## src/rtl/cmp_arbiter_pkg.sv

```systemverilog
// +--------------------------------------------------------------------+
// | cmp_arbiter_pkg : op and state encodings for the shared comparator |
// | Revision 1.0                                                       |
// +--------------------------------------------------------------------+
`default_nettype none
`ifndef CMP_ARBITER_PKG_SV
`define CMP_ARBITER_PKG_SV
package cmp_arbiter_pkg;

   localparam logic [1:0] CMP_LTU = 2'b00;
   localparam logic [1:0] CMP_LT  = 2'b01;
   localparam logic [1:0] CMP_GEU = 2'b10;
   localparam logic [1:0] CMP_GE  = 2'b11;

   typedef enum logic [1:0] {
      S_IDLE = 2'b00,
      S_CMP  = 2'b01,
      S_RESP = 2'b10
   } state_t;

endpackage
`endif
`default_nettype wire

```

## src/rtl/cmp_arbiter_if.sv

```systemverilog
// +--------------------------------------------------------------------+
// | cmp_arbiter_if : two request/response channel pairs                |
// | Revision 1.0                                                       |
// +--------------------------------------------------------------------+
`default_nettype none
interface cmp_arbiter_if #(
   parameter int WIDTH = 64,
   parameter int TAG_W = 4
);
   logic             req0_valid;
   logic             req0_ready;
   logic [WIDTH-1:0] req0_a;
   logic [WIDTH-1:0] req0_b;
   logic [1:0]       req0_op;
   logic [TAG_W-1:0] req0_tag;
   logic             resp0_valid;
   logic             resp0_ready;
   logic             resp0_result;
   logic [TAG_W-1:0] resp0_tag;

   logic             req1_valid;
   logic             req1_ready;
   logic [WIDTH-1:0] req1_a;
   logic [WIDTH-1:0] req1_b;
   logic [1:0]       req1_op;
   logic [TAG_W-1:0] req1_tag;
   logic             resp1_valid;
   logic             resp1_ready;
   logic             resp1_result;
   logic [TAG_W-1:0] resp1_tag;

   modport master (
      output req0_valid, req0_a, req0_b, req0_op, req0_tag, resp0_ready,
      input  req0_ready, resp0_valid, resp0_result, resp0_tag,
      output req1_valid, req1_a, req1_b, req1_op, req1_tag, resp1_ready,
      input  req1_ready, resp1_valid, resp1_result, resp1_tag
   );

   modport slave (
      input  req0_valid, req0_a, req0_b, req0_op, req0_tag, resp0_ready,
      output req0_ready, resp0_valid, resp0_result, resp0_tag,
      input  req1_valid, req1_a, req1_b, req1_op, req1_tag, resp1_ready,
      output req1_ready, resp1_valid, resp1_result, resp1_tag
   );
endinterface
`default_nettype wire

```

## src/rtl/cmp_arbiter_slt.sv

```systemverilog
// +--------------------------------------------------------------------+
// | set_less_than_unsigned : unsigned magnitude compare, o_lt = a < b  |
// | Revision 1.0                                                       |
// +--------------------------------------------------------------------+
`default_nettype none
module set_less_than_unsigned #(
   parameter int WIDTH = 64
) (
   input  wire logic [WIDTH-1:0] i_a,
   input  wire logic [WIDTH-1:0] i_b,
   output logic                  o_lt
);
   assign o_lt = (i_a < i_b);
endmodule
`default_nettype wire

```

## src/rtl/cmp_arbiter.sv

```systemverilog
// +--------------------------------------------------------------------+
// | cmp_arbiter : round-robin sharing of one 64-bit comparator         |
// | Revision 1.0                                                       |
// +--------------------------------------------------------------------+
`default_nettype none
module cmp_arbiter
   import cmp_arbiter_pkg::*;
#(
   parameter int WIDTH   = 64,
   parameter int TAG_W   = 4,
   parameter int RR_INIT = 0
) (
   input wire logic     clk,
   input wire logic     rst,
   cmp_arbiter_if.slave bus
);
   localparam logic c_rr_init = (RR_INIT != 0);

   state_t           r_state;
   state_t           w_next;
   logic             r_ptr;
   logic             r_gnt;
   logic [WIDTH-1:0] r_a;
   logic [WIDTH-1:0] r_b;
   logic [1:0]       r_op;
   logic [TAG_W-1:0] r_tag;
   logic             r_result;

   logic             w_any;
   logic             w_gnt;
   logic             w_accept;
   logic             w_resp_ready;
   logic             w_in_resp;
   logic             w_signed;
   logic             w_invert;
   logic             w_lt;
   logic [WIDTH-1:0] w_a_cmp;
   logic [WIDTH-1:0] w_b_cmp;

   // Under contention the pointer decides; a lone requester wins outright.
   assign w_any        = bus.req0_valid | bus.req1_valid;
   assign w_gnt        = (bus.req0_valid & bus.req1_valid) ? r_ptr : bus.req1_valid;
   assign w_resp_ready = r_gnt ? bus.resp1_ready : bus.resp0_ready;

   always_comb begin
      w_next   = r_state;
      w_accept = 1'b0;
      case (r_state)
         S_IDLE: begin
            if (w_any) begin
               w_accept = 1'b1;
               w_next   = S_CMP;
            end
         end
         S_CMP:   w_next = S_RESP;
         S_RESP:  if (w_resp_ready) w_next = S_IDLE;
         default: w_next = S_IDLE;
      endcase
   end

   always_ff @(posedge clk or posedge rst) begin
      if (rst) begin
         r_state <= S_IDLE;
      end else begin
         r_state <= w_next;
      end
   end

   always_ff @(posedge clk or posedge rst) begin
      if (rst) begin
         r_ptr    <= c_rr_init;
         r_gnt    <= 1'b0;
         r_a      <= '0;
         r_b      <= '0;
         r_op     <= '0;
         r_tag    <= '0;
         r_result <= 1'b0;
      end else begin
         if (w_accept) begin
            r_gnt <= w_gnt;
            r_ptr <= ~w_gnt;
            r_a   <= w_gnt ? bus.req1_a   : bus.req0_a;
            r_b   <= w_gnt ? bus.req1_b   : bus.req0_b;
            r_op  <= w_gnt ? bus.req1_op  : bus.req0_op;
            r_tag <= w_gnt ? bus.req1_tag : bus.req0_tag;
         end
         if (r_state == S_CMP) begin
            r_result <= w_lt ^ w_invert;
         end
      end
   end

   always_comb begin
      w_signed = 1'b0;
      w_invert = 1'b0;
      case (r_op)
         CMP_LTU: begin w_signed = 1'b0; w_invert = 1'b0; end
         CMP_LT:  begin w_signed = 1'b1; w_invert = 1'b0; end
         CMP_GEU: begin w_signed = 1'b0; w_invert = 1'b1; end
         CMP_GE:  begin w_signed = 1'b1; w_invert = 1'b1; end
         default: begin w_signed = 1'b0; w_invert = 1'b0; end
      endcase
   end

   // Flipping the sign bits maps two's-complement order onto unsigned order.
   assign w_a_cmp = {r_a[WIDTH-1] ^ w_signed, r_a[WIDTH-2:0]};
   assign w_b_cmp = {r_b[WIDTH-1] ^ w_signed, r_b[WIDTH-2:0]};

   set_less_than_unsigned #(
      .WIDTH (WIDTH)
   ) u_slt (
      .i_a  (w_a_cmp),
      .i_b  (w_b_cmp),
      .o_lt (w_lt)
   );

   assign w_in_resp = (r_state == S_RESP);

   assign bus.req0_ready   = w_accept & ~w_gnt;
   assign bus.req1_ready   = w_accept &  w_gnt;

   assign bus.resp0_valid  = w_in_resp & ~r_gnt;
   assign bus.resp1_valid  = w_in_resp &  r_gnt;
   assign bus.resp0_result = bus.resp0_valid & r_result;
   assign bus.resp1_result = bus.resp1_valid & r_result;
   assign bus.resp0_tag    = bus.resp0_valid ? r_tag : '0;
   assign bus.resp1_tag    = bus.resp1_valid ? r_tag : '0;

endmodule
`default_nettype wire

```

## src/flat_wrapper.sv

```systemverilog
// flat-port wrapper written by rule: the top's interface ports become plain ports
module cmp_arbiter_flat import cmp_arbiter_pkg::*;
#(
   parameter int WIDTH   = 64,
   parameter int TAG_W   = 4,
   parameter int RR_INIT = 0
)
  (clk, rst, bus_req0_valid, bus_req0_a, bus_req0_b, bus_req0_op, bus_req0_tag, bus_resp0_ready, bus_req0_ready, bus_resp0_valid, bus_resp0_result, bus_resp0_tag, bus_req1_valid, bus_req1_a, bus_req1_b, bus_req1_op, bus_req1_tag, bus_resp1_ready, bus_req1_ready, bus_resp1_valid, bus_resp1_result, bus_resp1_tag);
  cmp_arbiter_if #(.WIDTH(WIDTH), .TAG_W(TAG_W)) bus_i ();
  input wire logic clk;
  input wire logic rst;
  input wire logic [$bits(bus_i.req0_valid)-1:0] bus_req0_valid;
  input wire logic [$bits(bus_i.req0_a)-1:0] bus_req0_a;
  input wire logic [$bits(bus_i.req0_b)-1:0] bus_req0_b;
  input wire logic [$bits(bus_i.req0_op)-1:0] bus_req0_op;
  input wire logic [$bits(bus_i.req0_tag)-1:0] bus_req0_tag;
  input wire logic [$bits(bus_i.resp0_ready)-1:0] bus_resp0_ready;
  output wire logic [$bits(bus_i.req0_ready)-1:0] bus_req0_ready;
  output wire logic [$bits(bus_i.resp0_valid)-1:0] bus_resp0_valid;
  output wire logic [$bits(bus_i.resp0_result)-1:0] bus_resp0_result;
  output wire logic [$bits(bus_i.resp0_tag)-1:0] bus_resp0_tag;
  input wire logic [$bits(bus_i.req1_valid)-1:0] bus_req1_valid;
  input wire logic [$bits(bus_i.req1_a)-1:0] bus_req1_a;
  input wire logic [$bits(bus_i.req1_b)-1:0] bus_req1_b;
  input wire logic [$bits(bus_i.req1_op)-1:0] bus_req1_op;
  input wire logic [$bits(bus_i.req1_tag)-1:0] bus_req1_tag;
  input wire logic [$bits(bus_i.resp1_ready)-1:0] bus_resp1_ready;
  output wire logic [$bits(bus_i.req1_ready)-1:0] bus_req1_ready;
  output wire logic [$bits(bus_i.resp1_valid)-1:0] bus_resp1_valid;
  output wire logic [$bits(bus_i.resp1_result)-1:0] bus_resp1_result;
  output wire logic [$bits(bus_i.resp1_tag)-1:0] bus_resp1_tag;
  assign bus_i.req0_valid = bus_req0_valid;
  assign bus_i.req0_a = bus_req0_a;
  assign bus_i.req0_b = bus_req0_b;
  assign bus_i.req0_op = bus_req0_op;
  assign bus_i.req0_tag = bus_req0_tag;
  assign bus_i.resp0_ready = bus_resp0_ready;
  assign bus_req0_ready = bus_i.req0_ready;
  assign bus_resp0_valid = bus_i.resp0_valid;
  assign bus_resp0_result = bus_i.resp0_result;
  assign bus_resp0_tag = bus_i.resp0_tag;
  assign bus_i.req1_valid = bus_req1_valid;
  assign bus_i.req1_a = bus_req1_a;
  assign bus_i.req1_b = bus_req1_b;
  assign bus_i.req1_op = bus_req1_op;
  assign bus_i.req1_tag = bus_req1_tag;
  assign bus_i.resp1_ready = bus_resp1_ready;
  assign bus_req1_ready = bus_i.req1_ready;
  assign bus_resp1_valid = bus_i.resp1_valid;
  assign bus_resp1_result = bus_i.resp1_result;
  assign bus_resp1_tag = bus_i.resp1_tag;
  cmp_arbiter #(.WIDTH(WIDTH), .TAG_W(TAG_W), .RR_INIT(RR_INIT)) u_core (.clk(clk), .rst(rst), .bus(bus_i));
endmodule
```

## config.mk

```make
export PLATFORM = sky130hd
export DESIGN_NAME = cmp_arbiter_flat
export DESIGN_NICKNAME = d
export VERILOG_FILES = /design/src/rtl/cmp_arbiter_pkg.sv /design/src/rtl/cmp_arbiter_if.sv /design/src/rtl/cmp_arbiter_slt.sv /design/src/rtl/cmp_arbiter.sv /design/src/flat_wrapper.sv
export SDC_FILE = /design/constraint.sdc
export NUM_CORES = 1
export LEC_CHECK = 0
export CAP_MARGIN = 0
export CORE_UTILIZATION = 35
export DETAILED_ROUTE_END_ITERATION = 8
export PLACE_DENSITY = 0.67
export SYNTH_ARGS = -nofsm -noshare
export SYNTH_HDL_FRONTEND = slang
export SYNTH_SLANG_ARGS = --single-unit
```

## constraint.sdc

```tcl
create_clock -name clk -period 8.6 [get_ports clk]
set_input_delay 1.72 -clock clk [delete_from_list [all_inputs] [get_ports clk]]
set_output_delay 1.72 -clock clk [all_outputs]
set_load 0.01 [all_outputs]
```

* After elaboration in Yosys (flattened, before gate mapping)
Cells that the tools add are included.
** Word-level totals
- Input port bits :: 274
- Output and inout port bits :: 14
- Word-level logic and storage cells :: 51
- Register bits :: 139
** Cells by class
- Bitwise operators :: 13
- Reductions and logical operators :: 7
- $lt $le $gt $ge :: 1
- Multiplexer cells :: 15
- Equality and inequality tests :: 7
** Operators with widths (count)
- 2-to-1 mux 64 bit :: 2
- < comparator 64 bit :: 1
- 2-to-1 mux 4 bit :: 3
- OR reduction 2 bit :: 4
- bitwise AND 1 bit :: 7
- equality test 2 bit (second input constant) :: 3
- 2-to-1 mux 2 bit :: 3
- one-hot mux 2 bit (3 select lines) :: 1
- equality test 2 x 1 -> 1 bit (second input constant) :: 2
- zero test 2 bit :: 2
- 2-to-1 mux 1 bit :: 4
- != test 2 x 1 -> 1 bit (second input constant) :: 2
- one-hot mux 1 bit (2 select lines) :: 2
- bitwise XOR 1 bit :: 3
- inverter 1 bit :: 2
- AND reduction 2 bit :: 1
- bitwise OR 1 bit :: 1

* Depth between registers and ports, before layout
Gate-level depths: netlist of the first run.
- Depth after elaboration :: 6
- Depth in mapped cells :: 9

* Modules after synthesis
A second synthesis of the first run with hierarchy kept.
** Second synthesis, totals
- Cells, all modules :: 970
- Area, all modules :: 8777.2 um^2
** Modules (own cells, without submodules)
- cmp_arbiter :: cells an instance 742, area an instance 7185.6 um^2, sequential area each 3478.3 um^2, instances 1
- set_less_than_unsigned :: cells an instance 228, area an instance 1591.5 um^2, sequential area each 0.0 um^2, instances 1

* Worst setup path after synthesis of the first run
Ideal clock, no wire load.
- Kind :: input port to output port
- Start point :: input bus_req0_valid
- End point :: output bus_req1_ready
- Arrival time :: 2.523 ns
- Data required time :: 6.880 ns
- Slack :: 4.357 ns
- Stages on the path :: 4
- Path through :: nand2b_1 and3_1 clkbuf_1 clkbuf_1
** Between the ends
- Word-level cells in the longest chain between the ends :: 4
- Elaborated cells on any way between the ends :: 6
** RTL lines
- start: declaration :: line flat_wrapper.sv:12 : input wire logic [$bits(bus_i.req0_valid)-1:0] bus_req0_valid;
- bitwise OR 1 bit :: line cmp_arbiter.sv:41 : assign w_any = bus.req0_valid | bus.req1_valid;
- 2-to-1 mux 1 bit :: line cmp_arbiter.sv:50 : if (w_any) begin
- 2-to-1 mux 1 bit :: line cmp_arbiter.sv:48 : case (r_state)
- bitwise AND 1 bit (*) :: line cmp_arbiter.sv:120 : assign bus.req1_ready = w_accept & w_gnt;
- end: declaration :: line flat_wrapper.sv:28 : output wire logic [$bits(bus_i.req1_ready)-1:0] bus_req1_ready;
Mark *: on every way between the ends. The rest lies on a longest branch, timed or not.

* Worst setup path in the final report of the first run
- Start point :: input bus_req0_valid
- End point :: output bus_req0_ready
** Between the ends
- Word-level cells in the longest chain between the ends :: 4
- Elaborated cells on any way between the ends :: 7
** RTL lines
- bitwise OR 1 bit / bitwise AND 1 bit (equally long branches) :: line cmp_arbiter.sv:41, cmp_arbiter.sv:42
- 2-to-1 mux 1 bit, on equally long branches :: line cmp_arbiter.sv:50, cmp_arbiter.sv:42
- 2-to-1 mux 1 bit / inverter 1 bit (equally long branches) :: line cmp_arbiter.sv:48, cmp_arbiter.sv:119
- bitwise AND 1 bit (*) :: line cmp_arbiter.sv:119 : assign bus.req0_ready = w_accept & ~w_gnt;
- end: declaration :: line flat_wrapper.sv:18 : output wire logic [$bits(bus_i.req0_ready)-1:0] bus_req0_ready;
Marks and branches as above.

==> summary.txt, run 1 <==
Synth Cell Area -> 7320 µm²
Period utilisation layout -> 62.5%
Logic pwr share -> 46.2%
Final WL -> 22.0 mm
Syn Nets -> 1050
Final net count -> 1318
Initial antenna violation count -> 0
Layout cells sized above 1 -> 4.72%
Residual DRC -> 5
Drt first pass iters -> 9
Critical Path AT -> 3.65 ns
Synth-to-layout area growth -> 50.8%
DRT iter0 DRCs -> 763
Sequential share of the synthesized area -> 47.5%
Final-report hold violation count -> 0
Async set or reset register ratio after synthesis -> 100%
Drt wl/cell -> 17.4 µm
Reg clk slew, reported paths -> 0.06 ns
First-pass GRT wire length -> 35.3 mm
I/O pin cnt -> 288
Max VDD drop -> 0.000210 V
Gpl congestion -> 0.779
Worst-Margin Slew -> 1.01 ns
EDFF count, synth -> 0
Die Span X -> 147 µm
Setup CP Type -> input port to primary output
Avg Synthesized Cell Area -> 10.2 µm²
Clock Latency Late Sink -> 0.42 ns
Vias in the first global route -> 6940
Clock sink total -> 139
CP Buf/Inv Count -> 3
H-tree depth -> 4
Violated checks -> design-rule violations
Core area -> 20400 µm²
NetSw -> 1.37 mW
Vias -> 6607
Maximum number of pins on one net before global-route repair -> 91
Gr ovfl total -> 0
Port Buffers -> 287
Row count -> 52
Main synth FF type -> dfrtp_1
LEAKAGE -> 5.33 nW
Crit-path cells -> clkdlybuf4s50_1 > nand2b_1 > a21oi_4 > buf_4 > clkdlybuf4s50_1
Hpwl dp -> 15.6 mm
P_int -> 2.22 mW
Vias/cell -> 5.22
Inserted Clock Buffers -> 17
Setup Viol. Count Final -> 0
Pwr dens -> 326 nW/µm²
CP max stage delay -> 0.64 ns
Top Family by Delay on Critical Path -> buffers and inverters
Critical Path Start Type -> input port
TNS Setup -> 0 ns
GRT Overall Usage -> 21.1%
Post-CTS setup buffer count -> 0
Max-Cap Viols -> 0
Most frequent CP cell -> clkdlybuf4s50_1
CP endpoint kind -> primary output
Synth warn -> 0
Clk pwr share -> 20.7%
HP Class -> flip-flop to flip-flop
Initial core utilization -> 35.9%
Ant diodes -> 0
Peak Freq -> 186 MHz
CTS root buf -> clkbuf_16
Clock Path Buffers -> 2
Slowest stage cell, crit path -> clkdlybuf4s50_1
Synth Register Bits -> 139
Die footprint -> 21500 µm²
Switching Share -> 38.2%
Reg power frac -> 33.1%
Commonest non-fill, non-tap cell in the layout -> clkdlybuf4s50_1
Syn Inst Count -> 714
Setup Skew -> 0.0129 ns
Final min period -> 5.37 ns
Worst Path Required -> 6.88 ns
Synth cell types -> 43
CTS Hold Buffers Added -> 0
Routed Antenna Nets -> 0
Most frequent cells in the layout -> 287 x clkdlybuf4s50_1, 199 x inv_1, 139 x dfrtp_1
RSZ-0062 raised after global routing -> false
Crit Path Max Fanout -> 50
Slew headroom -> 32.4%
CTS tree -> yes
Final Max Tran Viols -> 0
Status -> complete, but fails checks
Final Util -> 54.2%
Die height -> 147 µm
CTS resizes -> 0
cells in the mapped netlist (all sizes together) (3+ instances only):
| library cell | count | share of area [%] |
|---|---|---|
| a21o | 6 | 0.62 |
| a21oi | 26 | 1.8 |
| a222oi | 134 | 18 |
| and2 | 11 | 0.94 |
| buf | 9 | 0.55 |
| clkbuf | 35 | 1.8 |
| dfrtp | 139 | 48 |
| ha | 62 | 11 |
| inv | 200 | 10 |
| nand2 | 20 | 1.0 |
| nand2b | 3 | 0.26 |
| nand3 | 4 | 0.27 |
| nand4 | 8 | 0.68 |
| nor2 | 10 | 0.51 |
| nor3 | 5 | 0.41 |
| o21ai | 13 | 0.89 |
layer usage:
| metal | vias up | share of wire, % | track usage [%] |
|---|---|---|---|
| met4 | 0 | 0.68 | 4.79 |
| met5 | - | 0 | 0 |
| met3 | 12 | 8.2 | 6.38 |
| met2 | 251 | 49 | 35.9 |
| li1 | 3196 | - | - |
| met1 | 3148 | 42 | 26.2 |
power groups by stage:
stage | Combinational, mW | Sequential [mW] | Clock (mW)
final | 1.66 | 1.19 | 0.746
after global placement | 1.62 | 1.19 | 0
after detailed placement | 1.67 | 1.20 | 0
after CTS | 1.68 | 1.19 | 0.768
after global routing | 1.91 | 1.23 | 0.799
after floorplan | 1.21 | 1.13 | 0
path summary, 6_finish.rpt:
| path | slack [ns] | end | start | depth (start not counted) |
|---|---|---|---|---|
| hold reg to reg | 0.48 | u_core.r_b[36] | u_core.r_b[36] | 2 |
| min in group asynchronous | 1.78 | u_core.r_b[12] | rst | 2 |
| setup reg to reg | 5.84 | u_core.r_b[33] | u_core.r_state[1] | 7 |
| setup / recovery | 3.23 | bus_req0_ready | bus_req0_valid | 5 |
| hold / removal | 0.48 | u_core.r_b[36] | u_core.r_b[36] | 2 |
| max in group asynchronous | 5.52 | u_core.r_b[34] | rst | 3 |
per-stage QoR:
stage	hold slack, ns	setup slack (ns)	std cells	total power [mW]	area [µm²]
final	0.484	3.23	1265	3.60	11000
after global routing	0.510	3.12	1265	3.94	11000
after CTS	0.490	3.21	1265	3.64	11000
after detailed placement	0.465	3.20	1233	2.87	10400
after global placement	0.474	3.24	1233	2.82	10400
after floorplan	0.441	3.16	714	2.34	7320
sequential cells by signal (all words and copies together) (netlist names):
name and cells:
u_core.r_tag 4, u_core.r_b 64, u_core.r_a 64, u_core.r_gnt 1, u_core.r_state 2, u_core.r_op 2, u_core.r_ptr 1, u_core.r_result 1
final cells by class:
| type | instances | area (µm²) |
|---|---|---|
| Multi-Input combinational cell | 331 | 2940 |
| Timing Repair Buffer | 293 | 2920 |
| Sequential cell | 139 | 3480 |
| Tap cell | 270 | 338 |
| Clock buffer | 21 | 470 |
| Clock inverter | 11 | 133 |
| Fill cell | 1860 | 9330 |
| Inverter | 200 | 756 |
tightest hold or removal path: stages (launching register included):
cell and delay, ns:
dfrtp_1 0.34, a222oi_1 0.06, inv_1 0.05
cells by family after synthesis:
group           synth area share, %
fa+ha+maj                      10.6
simple gates                   5.37
mux                           0.154
buf+inv                        12.6
compound gates                 23.5
xor+xnor                      0.222
flops                          47.5
Power figures use the tool's default switching activity.
==> inputs of run 2 (changes only) <==
--- a/config.mk
+++ b/config.mk
@@ -8,7 +8,7 @@
 export CAP_MARGIN = 0
 export CORE_UTILIZATION = 35
 export DETAILED_ROUTE_END_ITERATION = 8
-export PLACE_DENSITY = 0.67
+export PLACE_DENSITY = 0.69
 export SYNTH_ARGS = -nofsm -noshare
 export SYNTH_HDL_FRONTEND = slang
 export SYNTH_SLANG_ARGS = --single-unit
==> constraint.sdc (replaced) <==
create_clock -name clk -period 4.3 [get_ports clk]
set_input_delay 0.86 -clock clk [delete_from_list [all_inputs] [get_ports clk]]
set_output_delay 0.86 -clock clk [all_outputs]
set_load 0.01 [all_outputs]
==> run 2 against run 1 <==
- the flow still finishes with violations (design-rule violations)
- critical path depth shrank 1
- via count grew 1.2%
- sequential share of layout area shrank 0.12 points
- sequential power grew 100%
- routed wire length shrank 1.4%
==> summary.txt, run 2 (synthesis gave the netlist of run 1 again) <==
Status -> complete, but fails checks
Violated checks -> design-rule violations
Commonest non-fill, non-tap cell in the layout -> clkdlybuf4s50_1
Final Util -> 54.4%
Worst hold path depth -> 2
Vias/cell -> 5.28
Worst flop-to-flop path startpoint -> u_core.r_a[47]
Clock Latency Late Sink -> 0.41 ns
Row count -> 52
Pwr dens -> 654 nW/µm²
Slowest stage cell, crit path -> clkdlybuf4s50_1
Drt first pass iters -> 9
H-tree depth -> 4
Regs by FF count -> u_core.r_a x64, u_core.r_b x64, u_core.r_tag x4
RSZ-0062 raised after global routing -> false
Crit Path Max Fanout -> 14
Die height -> 147 µm
Layout cells sized above 1 -> 4.62%
Initial antenna violation count -> 1
Hpwl dp -> 15.2 mm
Synth-to-layout area growth -> 51.4%
Reg clk slew, reported paths -> 0.05 ns
Final WS setup -> 0.908 ns
CTS root buf -> clkbuf_16
Hold endpoint -> u_core.r_b[33]
Vias -> 6685
I/O pin cnt -> 288
Placed cell areas -> 10400 µm²
Number of fill cells -> 1840
Peak Freq -> 295 MHz
First-pass GRT wire length -> 34.7 mm
Port Buffers -> 287
Internal reg-to-reg setup slack -> 1.80 ns
Vias in the first global route -> 6611
Final WL -> 21.7 mm
CP endpoint kind -> primary output
TNS Setup -> 0 ns
Gpl congestion -> 0.809
LEAKAGE -> 5.34 nW
Final Cell Area -> 11100 µm²
Final Max Tran Viols -> 0
Gr ovfl total -> 0
Clock sink total -> 139
Post-CTS setup buffer count -> 0
Slew headroom -> 38.6%
Setup Skew -> 0.00820 ns
Worst r2r dst -> u_core.r_result
CTS Hold Buffers Added -> 0
Die footprint -> 21500 µm²
Die Span X -> 147 µm
Max-Cap Viols -> 0
Worst-Margin Slew -> 0.922 ns
Reg2Reg Depth -> 7
DRT iter0 DRCs -> 835
Inserted Clock Buffers -> 17
Core area -> 20400 µm²
Period utilisation layout -> 78.9%
Routed Antenna Nets -> 0
Setup Viol. Count Final -> 0
Non-Filler Instances -> 1266
Max VDD drop -> 0.000548 V
CP max stage delay -> 0.62 ns
Initial core utilization -> 35.9%
Final min period -> 3.39 ns
Drt wl/cell -> 17.1 µm
Critical Path Start Type -> input port
Clock Path Buffers -> 2
Final-report hold violation count -> 0
Placed Instances -> 1234
CTS resizes -> 0
Most frequent cells in the layout -> 287 x clkdlybuf4s50_1, 199 x inv_1, 139 x dfrtp_1
GRT Overall Usage -> 20.5%
Critical Path AT -> 2.53 ns
Worst Path Required -> 3.44 ns
Setup CP Type -> input port to primary output
Crit-path cells -> clkdlybuf4s50_1 > o21ai_4 > a21oi_4 > clkdlybuf4s50_1
Residual DRC -> 18
HP Class -> flip-flop to flip-flop
Most frequent CP cell -> clkdlybuf4s50_1
Maximum number of pins on one net before global-route repair -> 140
Dpl ws -> 0.869 ns
Hold_sp -> u_core.r_b[33]
CTS tree -> yes
Final net count -> 1319
-- run 2: how the worst max path moves through the flow --
stage              startpoint  cells past startpoint  slack (ns)              to
2_1_floorplan             rst                      1        1.70   u_core.r_a[0]
3_3_place_gp   bus_req1_valid                      6        0.91  u_core.r_a[20]
3_5_place_dp   bus_req1_valid                      6        0.87  u_core.r_a[45]
4_1_cts        bus_req1_valid                      4        0.91  bus_req0_ready
5_1_grt        bus_req0_valid                      4        0.82  bus_req0_ready
6_report       bus_req1_valid                      4        0.91  bus_req0_ready
-- run 2: metal layers --
metal	wire length, µm	part of all wire, %	global-route usage (%)
met1	9430	44	27.5
met2	10200	47	32.6
met5	0	0	0
met3	1720	8.0	5.19
met4	306	1.4	5.78
-- run 2: through the flow --
| step | total power [mW] | hold slack (ns) |
|---|---|---|
| finish | 7.24 | 0.489 |
| global route | 7.90 | 0.513 |
| CTS | 7.32 | 0.493 |
| detailed placement | 5.71 | 0.479 |
| global placement | 5.61 | 0.476 |
| floorplan | 4.67 | 0.441 |
-- run 2: area by class of cell --
type	count	area, µm²	share of cell area [%]
diodes	1	2.50	0.0226
clock buffers	21	460	4.16
clock inverters	10	165	1.49
inverters	200	754	6.81
multi-input cells	331	2940	26.5
flip-flops and latches	139	3480	31.4
well taps	270	338	3.05
repair buffers	294	2940	26.5
-- run 2: critical path: cells and delay by family --
| family | cells | cell delay [ns] |
|---|---|---|
| AO/OA/AOI/OAI | 2 | 0.45 |
| buffers and inverters | 2 | 1.21 |
-- run 2: report_power, final --
group          internal (mW)  switching [mW]
sequential              1.97           0.416
combinational           1.56            1.73
clock                   1.00           0.565
total                   4.53            2.71
